===== src/rtl/poly_pkg.sv =====
// Shared definitions for the polynomial evaluator subsystem.
//
// Holds the data width, the feeder FSM state encoding, the field-index
// constants that order the four strokes, the registered tuple type and a
// small helper that picks one field out of a tuple. The evaluator top uses
// the same package, so both sides agree on the stroke order A, B, C, X.
package poly_pkg;

    localparam int unsigned DataWidth = 8;

    typedef logic [DataWidth-1:0] data_t;

    typedef enum logic [1:0] {
        StIdle      = 2'd0,
        StSetup     = 2'd1,
        StPress     = 2'd2,
        StWaitValid = 2'd3
    } feeder_state_e;

    typedef logic [1:0] field_idx_t;

    localparam field_idx_t FieldA = 2'd0;
    localparam field_idx_t FieldB = 2'd1;
    localparam field_idx_t FieldC = 2'd2;
    localparam field_idx_t FieldX = 2'd3;

    typedef struct packed {
        data_t a;
        data_t b;
        data_t c;
        data_t x;
    } tuple_t;

    function automatic data_t select_field(input tuple_t t, input field_idx_t idx);
        data_t f;
        case (idx)
            FieldA:  f = t.a;
            FieldB:  f = t.b;
            FieldC:  f = t.c;
            default: f = t.x;
        endcase
        return f;
    endfunction

endpackage


===== src/rtl/go_stroke.sv =====
// One Go stroke: GO_LOW cycles low followed by GO_HIGH cycles high.
//
// Ports
//   clk     rising-edge clock
//   resetn  asynchronous active-low reset; forces go low immediately
//   start   begin a new stroke on this edge (also legal on the last high
//           cycle of the previous stroke, giving seamless back-to-back strokes)
//   go      registered, glitch-free stroke output
//   done    high on the last cycle of each phase; go tells which phase
//           (go=0: low phase ending, go=1: high phase ending)
module go_stroke #(
    parameter int unsigned GO_LOW  = 2,
    parameter int unsigned GO_HIGH = 2
) (
    input  logic clk,
    input  logic resetn,
    input  logic start,
    output logic go,
    output logic done
);

    localparam logic [3:0] LowLoad  = 4'(GO_LOW - 1);
    localparam logic [3:0] HighLoad = 4'(GO_HIGH - 1);

    typedef enum logic [1:0] {
        PhIdle = 2'd0,
        PhLow  = 2'd1,
        PhHigh = 2'd2
    } phase_e;

    phase_e     phase_q;
    logic [3:0] cnt_q;
    logic       go_q;

    always_ff @(posedge clk or negedge resetn) begin
        if (!resetn) begin
            phase_q <= PhIdle;
            cnt_q   <= 4'd0;
            go_q    <= 1'b0;
        end else if (start) begin
            phase_q <= PhLow;
            cnt_q   <= LowLoad;
            go_q    <= 1'b0;
        end else begin
            case (phase_q)
                PhLow: begin
                    if (cnt_q == 4'd0) begin
                        phase_q <= PhHigh;
                        cnt_q   <= HighLoad;
                        go_q    <= 1'b1;
                    end else begin
                        cnt_q <= cnt_q - 4'd1;
                    end
                end
                PhHigh: begin
                    if (cnt_q == 4'd0) begin
                        phase_q <= PhIdle;
                        go_q    <= 1'b0;
                    end else begin
                        cnt_q <= cnt_q - 4'd1;
                    end
                end
                default: begin
                    phase_q <= PhIdle;
                    go_q    <= 1'b0;
                end
            endcase
        end
    end

    assign go   = go_q;
    assign done = (phase_q != PhIdle) && (cnt_q == 4'd0);

endmodule


===== src/rtl/poly_feeder.sv =====
// Feeds a coefficient tuple (A, B, C, X) into a stroke-driven evaluator of
// A*X*X + B*X + C and returns its 8-bit result.
//
// Each accepted tuple produces exactly four Go strokes presenting A, B, C and
// X on ev_data; the block then waits up to TIMEOUT cycles for ev_result_valid.
// All arithmetic happens in the evaluator; values pass through untouched.
//
// Ports
//   clk, resetn        clock and asynchronous active-low reset
//   in_valid/in_ready  tuple handshake; in_ready is high only when idle
//   in_a..in_x         tuple fields, registered on acceptance
//   ev_data, ev_go     evaluator DataIn and Go (both registered)
//   ev_result(_valid)  evaluator DataResult / ResultValid
//   out_valid          one-cycle pulse, out_result has just been loaded
//   out_result         last captured result, held between captures
//   out_err            one-cycle pulse, result did not arrive in time
//   busy               high whenever not idle
//
// An asynchronous reset drops ev_go at once; the evaluator must be reset in
// the same window because it does not resynchronise to a cut-short stroke.
module poly_feeder
    import poly_pkg::*;
#(
    parameter int unsigned GO_LOW  = 2,
    parameter int unsigned GO_HIGH = 2,
    parameter int unsigned TIMEOUT = 32
) (
    input  logic                 clk,
    input  logic                 resetn,
    input  logic                 in_valid,
    output logic                 in_ready,
    input  logic [DataWidth-1:0] in_a,
    input  logic [DataWidth-1:0] in_b,
    input  logic [DataWidth-1:0] in_c,
    input  logic [DataWidth-1:0] in_x,
    output logic [DataWidth-1:0] ev_data,
    output logic                 ev_go,
    input  logic [DataWidth-1:0] ev_result,
    input  logic                 ev_result_valid,
    output logic                 out_valid,
    output logic [DataWidth-1:0] out_result,
    output logic                 out_err,
    output logic                 busy
);

    // Last wait-counter value before the timeout fires; the counter starts at
    // 0 on entry, so the error pulse appears TIMEOUT edges after entry.
    localparam logic [7:0] TimeoutLast = 8'(TIMEOUT - 1);

    feeder_state_e state_q;
    field_idx_t    idx_q;
    tuple_t        tuple_q;
    data_t         ev_data_q;
    logic [7:0]    wait_q;
    data_t         out_result_q;
    logic          out_valid_q;
    logic          out_err_q;

    logic accept;
    logic stroke_start;
    logic stroke_done;
    logic stroke_go;

    assign accept = (state_q == StIdle) && in_valid;

    // A new stroke starts on acceptance and after every stroke except X.
    assign stroke_start = accept ||
                          ((state_q == StPress) && stroke_done && (idx_q != FieldX));

    go_stroke #(
        .GO_LOW  (GO_LOW),
        .GO_HIGH (GO_HIGH)
    ) u_go_stroke (
        .clk    (clk),
        .resetn (resetn),
        .start  (stroke_start),
        .go     (stroke_go),
        .done   (stroke_done)
    );

    // The FSM moves in lockstep with the stroke generator: SETUP covers its
    // low phase and PRESS its high phase, both ending on stroke_done.
    always_ff @(posedge clk or negedge resetn) begin
        if (!resetn) begin
            state_q      <= StIdle;
            idx_q        <= FieldA;
            tuple_q      <= '0;
            ev_data_q    <= '0;
            wait_q       <= 8'd0;
            out_result_q <= '0;
            out_valid_q  <= 1'b0;
            out_err_q    <= 1'b0;
        end else begin
            out_valid_q <= 1'b0;
            out_err_q   <= 1'b0;
            case (state_q)
                StIdle: begin
                    if (accept) begin
                        tuple_q   <= '{a: in_a, b: in_b, c: in_c, x: in_x};
                        idx_q     <= FieldA;
                        ev_data_q <= in_a;
                        state_q   <= StSetup;
                    end
                end
                StSetup: begin
                    if (stroke_done) begin
                        state_q <= StPress;
                    end
                end
                StPress: begin
                    if (stroke_done) begin
                        if (idx_q == FieldX) begin
                            // ev_data keeps showing X while waiting.
                            wait_q  <= 8'd0;
                            state_q <= StWaitValid;
                        end else begin
                            idx_q     <= idx_q + 2'd1;
                            ev_data_q <= select_field(tuple_q, idx_q + 2'd1);
                            state_q   <= StSetup;
                        end
                    end
                end
                StWaitValid: begin
                    if (ev_result_valid) begin
                        out_result_q <= ev_result;
                        out_valid_q  <= 1'b1;
                        state_q      <= StIdle;
                    end else if (wait_q == TimeoutLast) begin
                        out_err_q <= 1'b1;
                        state_q   <= StIdle;
                    end else begin
                        wait_q <= wait_q + 8'd1;
                    end
                end
                default: begin
                    state_q <= StIdle;
                end
            endcase
        end
    end

    assign in_ready   = (state_q == StIdle);
    assign busy       = (state_q != StIdle);
    assign ev_data    = ev_data_q;
    assign ev_go      = stroke_go;
    assign out_result = out_result_q;
    assign out_valid  = out_valid_q;
    assign out_err    = out_err_q;

endmodule


===== config.mk =====
export PLATFORM = sky130hd
export DESIGN_NAME = poly_feeder
export DESIGN_NICKNAME = d
export VERILOG_FILES = /design/src/rtl/poly_pkg.sv /design/src/rtl/go_stroke.sv /design/src/rtl/poly_feeder.sv
export SDC_FILE = /design/constraint.sdc
export NUM_CORES = 1
export LEC_CHECK = 0
export BUFFER_PORTS_ARGS = -buffer_cell sky130_fd_sc_hd__buf_2
export CAP_MARGIN = 10
export CORE_ASPECT_RATIO = 0.5
export CORE_UTILIZATION = 30
export DETAILED_ROUTE_END_ITERATION = 10
export PLACE_DENSITY = 0.5
export SETUP_SLACK_MARGIN = 0.05
export SLEW_MARGIN = 10
export SYNTH_ARGS = -nofsm -noshare
export SYNTH_HDL_FRONTEND = slang
export SYNTH_SLANG_ARGS = --single-unit
export TNS_END_PERCENT = 50

===== constraint.sdc =====
create_clock -name clk -period 2.24 [get_ports clk]
set_input_delay 0.224 -clock clk [delete_from_list [all_inputs] [get_ports clk]]
set_output_delay 0.224 -clock clk [all_outputs]
set_load 0.05 [all_outputs]

==> impl_metrics.csv, run 1 <==
group,metric,value,unit
run_status,outcome,"finished, final reports clean",
global_route,overflow,0,
synthesis,synthCells,288,
critical_path,r2r_slack,0.36,ns
critical_path,slowest_stage,"dfrtp_1",
timing,setup_tns,0,ns
place,dp_worst_setup_slack,0.3718,ns
timing,fin_crit,1.876,ns
critical_path,path_class,"reg -> reg",
timing,rsz0062_at_grt,"no",
timing,final_max_slew_viol_count,0,
synthesis,yosysSeqAreaShare,52.43,%
floorplanning,die_w,149.1,um
power_and_ir_drop,power,5.510,mW
synthesis,ys_ff_latch,68,
cts,clock_path_buffers,2,
drt,drtAntennaViolNets,0,
synthesis,yosys.cell_types.count,51,
drt,wl,6.899,mm
drt,drc,0,
place,dp_hpwl,4.925,mm
synthesis,syn_avg_cell_area,11.27,um^2
global_route,grtUsageTotal,13.27,%
cts,cts_buffers,9,
timing,slew_headroom,63.30,%
floorplanning,die_height,75.55,um
place,placed_area,3704,um^2
timing,hold_viol,0,
floorplanning,start_util,31.37,%
cts,clk_latency,0.33,ns
timing,worst_slack,0.3637,ns
timing,fin_skew,0.008363,ns
synthesis,async_flop_share,100.0,%
critical_path,r2r_end,"ev_data[3]",
cts,root_buffer,"clkbuf_16",
timing,setup_viol,0,
synthesis,yosys_warnings,0,
critical_path,worstPathArrival,2.07,ns
min_path,hp-class,"in -> reg",
finish,nets,404,
critical_path,slowest_delay,0.40,ns
place,gp_congestion,0.7460,
critical_path,end_kind,"register",
global_route,grt_max_degree,69,
timing,tightest_slew,0.5505,ns
finish,drive_above_1_share,36.13,%
floorplanning,die-area,11260,um^2
global_route,grt_pass1_vias,2381,
power_and_ir_drop,vdd_drop_max,0.4514,mV
floorplanning,io_pins,65,
timing,timing.final.crit_share,83.76,%
cts,clock_sinks,68,
critical_path,worstPathCellList,"inv_1, ha_1, nor3b_4, a41oi_2, buf_4, nand2_1, o21ai_0",
power_and_ir_drop,leakagePower,1.876,nW
drt,wl_per_cell,13.88,um
synthesis,syn_nets,340,
critical_path,reg2reg_from,"u_go_stroke.cnt_q[0]",
global_route,antenna_found_initial,0,
cts,cts_max_level,3,
timing,clock.fmax,533.0,MHz
finish,diodes,0,
min_path,min_to,"tuple_q[2]",
cts,cts_tree,"built",
flow_run,drv_cap,0,
drt,dr.pass1.iters,4,
finish,areaGrowthSynthToFinish,23.82,%
synthesis,yosys_most_used_dff,"dfrtp_1",
finish,final_core_utilization,38.85,%
power_and_ir_drop,p_per_area,1371,nW/um^2
global_route,grt_pass1_wl,11.47,mm
synthesis,syn_area,3246,um^2
critical_path,cp.required,2.44,ns
critical_path,start_kind,"register",
place,port_buffers,64,
drt,vias,2369,
floorplanning,row_count,26,
min_path,holdPathStages,3,
drt,vias_per_cell,4.767,
min_path,holdCritStartpoint,"in_x[2]",
synthesis,synth_edf_count,0,
finish,design_area,4019,um^2
critical_path,r2r_cells,7,
critical_path,worstPathMaxFanout,10,
drt,drt_iter0_markers,179,
floorplanning,fp.coreArea,10340,um^2
cts,postCtsResizedCells,0,
cts,clk_pin_slew,0.06,ns
[registers in the layout, summed over array words and instances, names as in the netlist]
name,count
out_err,1
u_go_stroke.cnt_q,4
u_go_stroke.phase_q,2
wait_q,8
out_valid,1
tuple_q,32
idx_q,2
out_result,8
ev_data,8
state_q,2
[layout by cell type, fill, tap and decap left out, drive strengths merged, types with 2 or more instances in the layout]
master / Yosys / final
o21ai: 21 / 21
a31oi: 3 / 3
ha: 8 / 8
nor2: 13 / 13
mux2i: 2 / 2
or3: 2 / 2
a211oi: 2 / 2
buf: 14 / 69
inv: 18 / 18
a22oi: 9 / 9
and3: 2 / 2
clkinvlp: 0 / 2
a21oi: 21 / 21
nand2: 21 / 21
a221oi: 8 / 8
o21a: 2 / 2
mux2: 34 / 34
nor3: 5 / 5
nand2b: 2 / 2
clkbuf: 3 / 13
dfrtp: 68 / 68
nand3: 4 / 4
nor2b: 2 / 2
nor3b: 3 / 3
a211o: 2 / 2
[worst max path at each step]
stage | to | startpoint | cells past startpoint | slack, ns
detailed placement | ev_data[3] | u_go_stroke.cnt_q[0] | 7 | 0.37
finish | ev_data[3] | u_go_stroke.cnt_q[0] | 7 | 0.36
floorplan | state_q[0] | state_q[1] | 5 | 0.06
global route | wait_q[6] | u_go_stroke.cnt_q[0] | 6 | 0.18
global placement | ev_data[1] | u_go_stroke.cnt_q[0] | 7 | 0.45
CTS | ev_data[3] | u_go_stroke.cnt_q[0] | 7 | 0.37
[Yosys cell counts (all sizes together), types with 2 or more instances]
cell,instances,area share (%)
mux2i,2,0.62
a22oi,9,2.1
a211oi,2,0.46
a211o,2,0.54
a221oi,8,2.2
mux2,34,12
o21a,2,0.46
or3,2,0.54
nor2b,2,0.39
nand2b,2,0.39
buf,14,2.4
o21ai,21,3.4
dfrtp,68,52
and3,2,0.39
nor3b,3,1.4
ha,8,3.1
inv,18,2.1
clkbuf,3,0.35
nand2,21,2.7
nor2,13,1.5
nor3,5,0.77
a21oi,21,3.2
nand3,4,0.62
a31oi,3,1.0
[logic make-up (layout without fill, tap and decap cells)]
family	after synthesis	count (layout)	synth area share, %
AOI/OAI and AO/OA	79	79	16.69
xor gates and xnor gates	1	1	0.2699
adders and majority gates	8	8	3.084
buffers and inverters	35	104	4.780
DFF	68	68	52.43
muxes	36	36	12.41
and+or+nand+nor	61	61	10.33
[worst max-delay path, delay by kind of cell, from the launching register on]
family	cells	cell delay, ns
simple gates	2	0.38
buf+inv	2	0.37
fa+ha+maj	1	0.19
flops	1	0.40
compound gates	2	0.41
[stage by stage]
step                cells  hold WS, ns
floorplan             288     -0.07159
global placement      480       0.2697
detailed placement    480       0.2882
CTS                   497      0.09251
global route          497       0.1064
finish                497       0.1014
[report_power, final]
group / switching [mW] / internal (mW) / leakage [nW]
clock: 0.499 / 0.923 / 0.142
combinational: 1.26 / 0.746 / 0.891
sequential: 0.333 / 1.75 / 0.843
[metal layers]
layer	vias to the layer above	routed length [um]	global-route usage, %
li1	1164	-	-
met5	-	0	0
met3	10	270	4.731
met2	48	3244	21.19
met1	1147	3288	16.95
met4	0	96	4.535
[final cells by class]
cell class	instances	area [um^2]
multi-input combinational	185	1389
inverter	18	67.56
sequential	68	1702
timing repair buffer	70	380.4
tap	140	175.2
clock buffer	13	260.3
fill	1028	6326
clock inverter	3	45.04
[timing repair]
action                     CTS  global route
hold buffers                 1             0
setup buffers                0             0
hold endpoints to repair    68             0
setup endpoints to repair    0             0
Power figures use the tool's default switching activity.
==> run 2: changes to the inputs <==
- PLACE_DENSITY: 0.5 -> 0.51
- clock period: 2.24 -> 1.7 ns (I/O delays scaled with it)
==> run 2 against run 1 <==
Compared with the run above:
- final area increased by 8.6%
- non-clock buffer count is 25 higher
- sequential share of layout area down 3.3 points
- sequential power is 32% higher
- critical path depth unchanged
- global-route usage up 1.5 points
- power rose by 39%
- clock power is 26% higher
- worst setup slack worse by 0.31 ns
- count of clock-buffer cells in the layout decreased by 2
- largest cell class unchanged
==> impl_metrics.csv, run 2 (synthesis gave the netlist of run 1 again) <==
group,metric,value,unit
cts,clock_path_buffers,2,
drt,drtAntennaViolNets,0,
timing,fin_skew,0.004906,ns
finish,layout_common_cells,"66 x dfrtp_1, 64 x buf_2, 33 x mux2_2",
run_status,outcome,"finished, final reports clean",
critical_path,worstPathArrival,1.84,ns
place,dp_worst_setup_slack,0.01285,ns
finish,nets,429,
place,gp_congestion,0.7797,
drt,wl_per_cell,14.90,um
floorplanning,row_count,26,
finish,seq_area,1704,um^2
critical_path,critical_path_buf_inv_count,2,
drt,wl,7.778,mm
floorplanning,die_w,149.1,um
critical_path,slowest_stage,"dfrtp_1",
global_route,antenna_found_initial,0,
critical_path,start_kind,"register",
timing,slew_headroom,70.45,%
drt,vias_per_cell,4.789,
place,port_buffers,64,
drt,vias,2500,
global_route,grt_max_degree,38,
place,placed_area,3877,um^2
critical_path,worstPathMaxFanout,5,
global_route,grt_pass1_wl,12.68,mm
power_and_ir_drop,leakagePower,2.021,nW
timing,final_max_slew_viol_count,0,
finish,final_core_utilization,42.20,%
critical_path,slowest_delay,0.39,ns
floorplanning,die-area,11260,um^2
min_path,hp-class,"in -> reg",
finish,design_area,4365,um^2
cts,cts_tree,"built",
drt,drt_iter0_markers,93,
cts,root_buffer,"clkbuf_16",
floorplanning,io_pins,65,
critical_path,end_kind,"register",
finish,multi_input_area,1521,um^2
min_path,holdPathStages,3,
finish,fillerInstances,1021,
finish,diodes,0,
drt,drc,0,
power_and_ir_drop,power,7.647,mW
global_route,grtUsageTotal,14.81,%
cts,cts_max_level,3,
finish,top_register,"tuple_q",
critical_path,crit_family,"simple AND/OR/NAND/NOR gates",
floorplanning,die_height,75.55,um
timing,setup_viol,0,
timing,hold_viol,0,
finish,layout_commonest_cell,"dfrtp_1",
timing,clock.fmax,608.4,MHz
timing,worst_slack,0.05638,ns
timing,rsz0062_at_grt,"yes",
timing,fin_crit,1.644,ns
critical_path,cp.required,1.90,ns
critical_path,r2r_cells,7,
place,dp.cells,495,
critical_path,path_class,"reg -> reg",
global_route,overflow,0,
power_and_ir_drop,p_per_area,1752,nW/um^2
critical_path,cp_num_cells,7,
floorplanning,fp.coreArea,10340,um^2
critical_path,worstPathCellList,"inv_2, ha_4, nor3b_4, nand2_4, o31ai_4, buf_6, a31oi_1",
timing,timing.final.crit_share,96.68,%
drt,dr.pass1.iters,4,
cts,clk_latency,0.33,ns
floorplanning,start_util,31.37,%
flow_run,drv_cap,0,
cts,cts_buffers,9,
power_and_ir_drop,vdd_drop_max,0.6188,mV
cts,clock_sinks,68,
finish,drive_above_1_share,46.86,%
cts,clk_pin_slew,0.05,ns
timing,tightest_slew,0.4432,ns
timing,timing.hold.ws,0.04497,ns
finish,areaGrowthSynthToFinish,34.50,%
timing,setup_tns,0,ns
finish,largest_reg_flops,32,
finish,fin_cells,522,
global_route,grt_pass1_vias,2531,
place,dp_hpwl,5.508,mm
run 2: changes by cell type in the layout (fill, tap and decap cells not counted), moves of 3 or more:
cell      change
buf_6         +5
o21ai_0       -6
o21ai_1       +5
nand2_2       +3
a22oi_2       +4
a22oi_1       -4
ha_1          -3
a221oi_2      +3
clkinv_2      +3
a221oi_1      -3
buf_4        +18
nand2_1       -3
run 2: path summary, 6_finish.rpt:
kind,startpoint,end,slack [ns]
worst max-delay path,u_go_stroke.cnt_q[0],wait_q[4],0.06
worst min-delay path,in_x[6],tuple_q[6],0.04
worst max register to register,u_go_stroke.cnt_q[0],wait_q[4],0.06
worst min register to register,ev_data[1],ev_data[1],0.47
max in group asynchronous,resetn,out_result[0],0.72
min in group asynchronous,resetn,tuple_q[0],0.32
run 2: metal layers:
metal | vias up | GRT usage [%] | routed length (um)
met2 | 50 | 25.32 | 3830
met3 | 5 | 4.491 | 271
met5 | - | 0 | 0
li1 | 1209 | - | -
met1 | 1236 | 18.49 | 3614
met4 | 0 | 4.195 | 62
run 2: worst min-delay path, delay by kind of cell:
family / cells / cell delay (ns)
AOI/OAI and AO/OA: 1 / 0.06
and+or+nand+nor: 1 / 0.03
buffers and inverters: 1 / 0.07
run 2: power by group:
part / total [mW] / switching, mW / leakage [nW] / internal [mW]
registers: 2.76 / 0.447 / 0.840 / 2.31
logic: 3.10 / 1.84 / 1.04 / 1.25
clock network: 1.79 / 0.663 / 0.139 / 1.13
run 2: area by class of cell:
cell class / instances / share of cell area (%)
well taps: 140 / 4.013
inverters: 18 / 1.548
flip-flops and latches: 68 / 39.04
clock buffers: 11 / 5.331
multi-input cells: 185 / 34.85
clock inverters: 5 / 1.204
repair buffers: 95 / 14.02
run 2: timing repair:
action                                  4_1_cts  5_1_grt
hold endpoints to repair                     17        0
pin swaps                                     4        9
endpoints found under the setup margin        8       21
hold buffers                                  1        0
gates cloned                                  0        0
resized for setup                             4       29
setup buffers                                 6        4
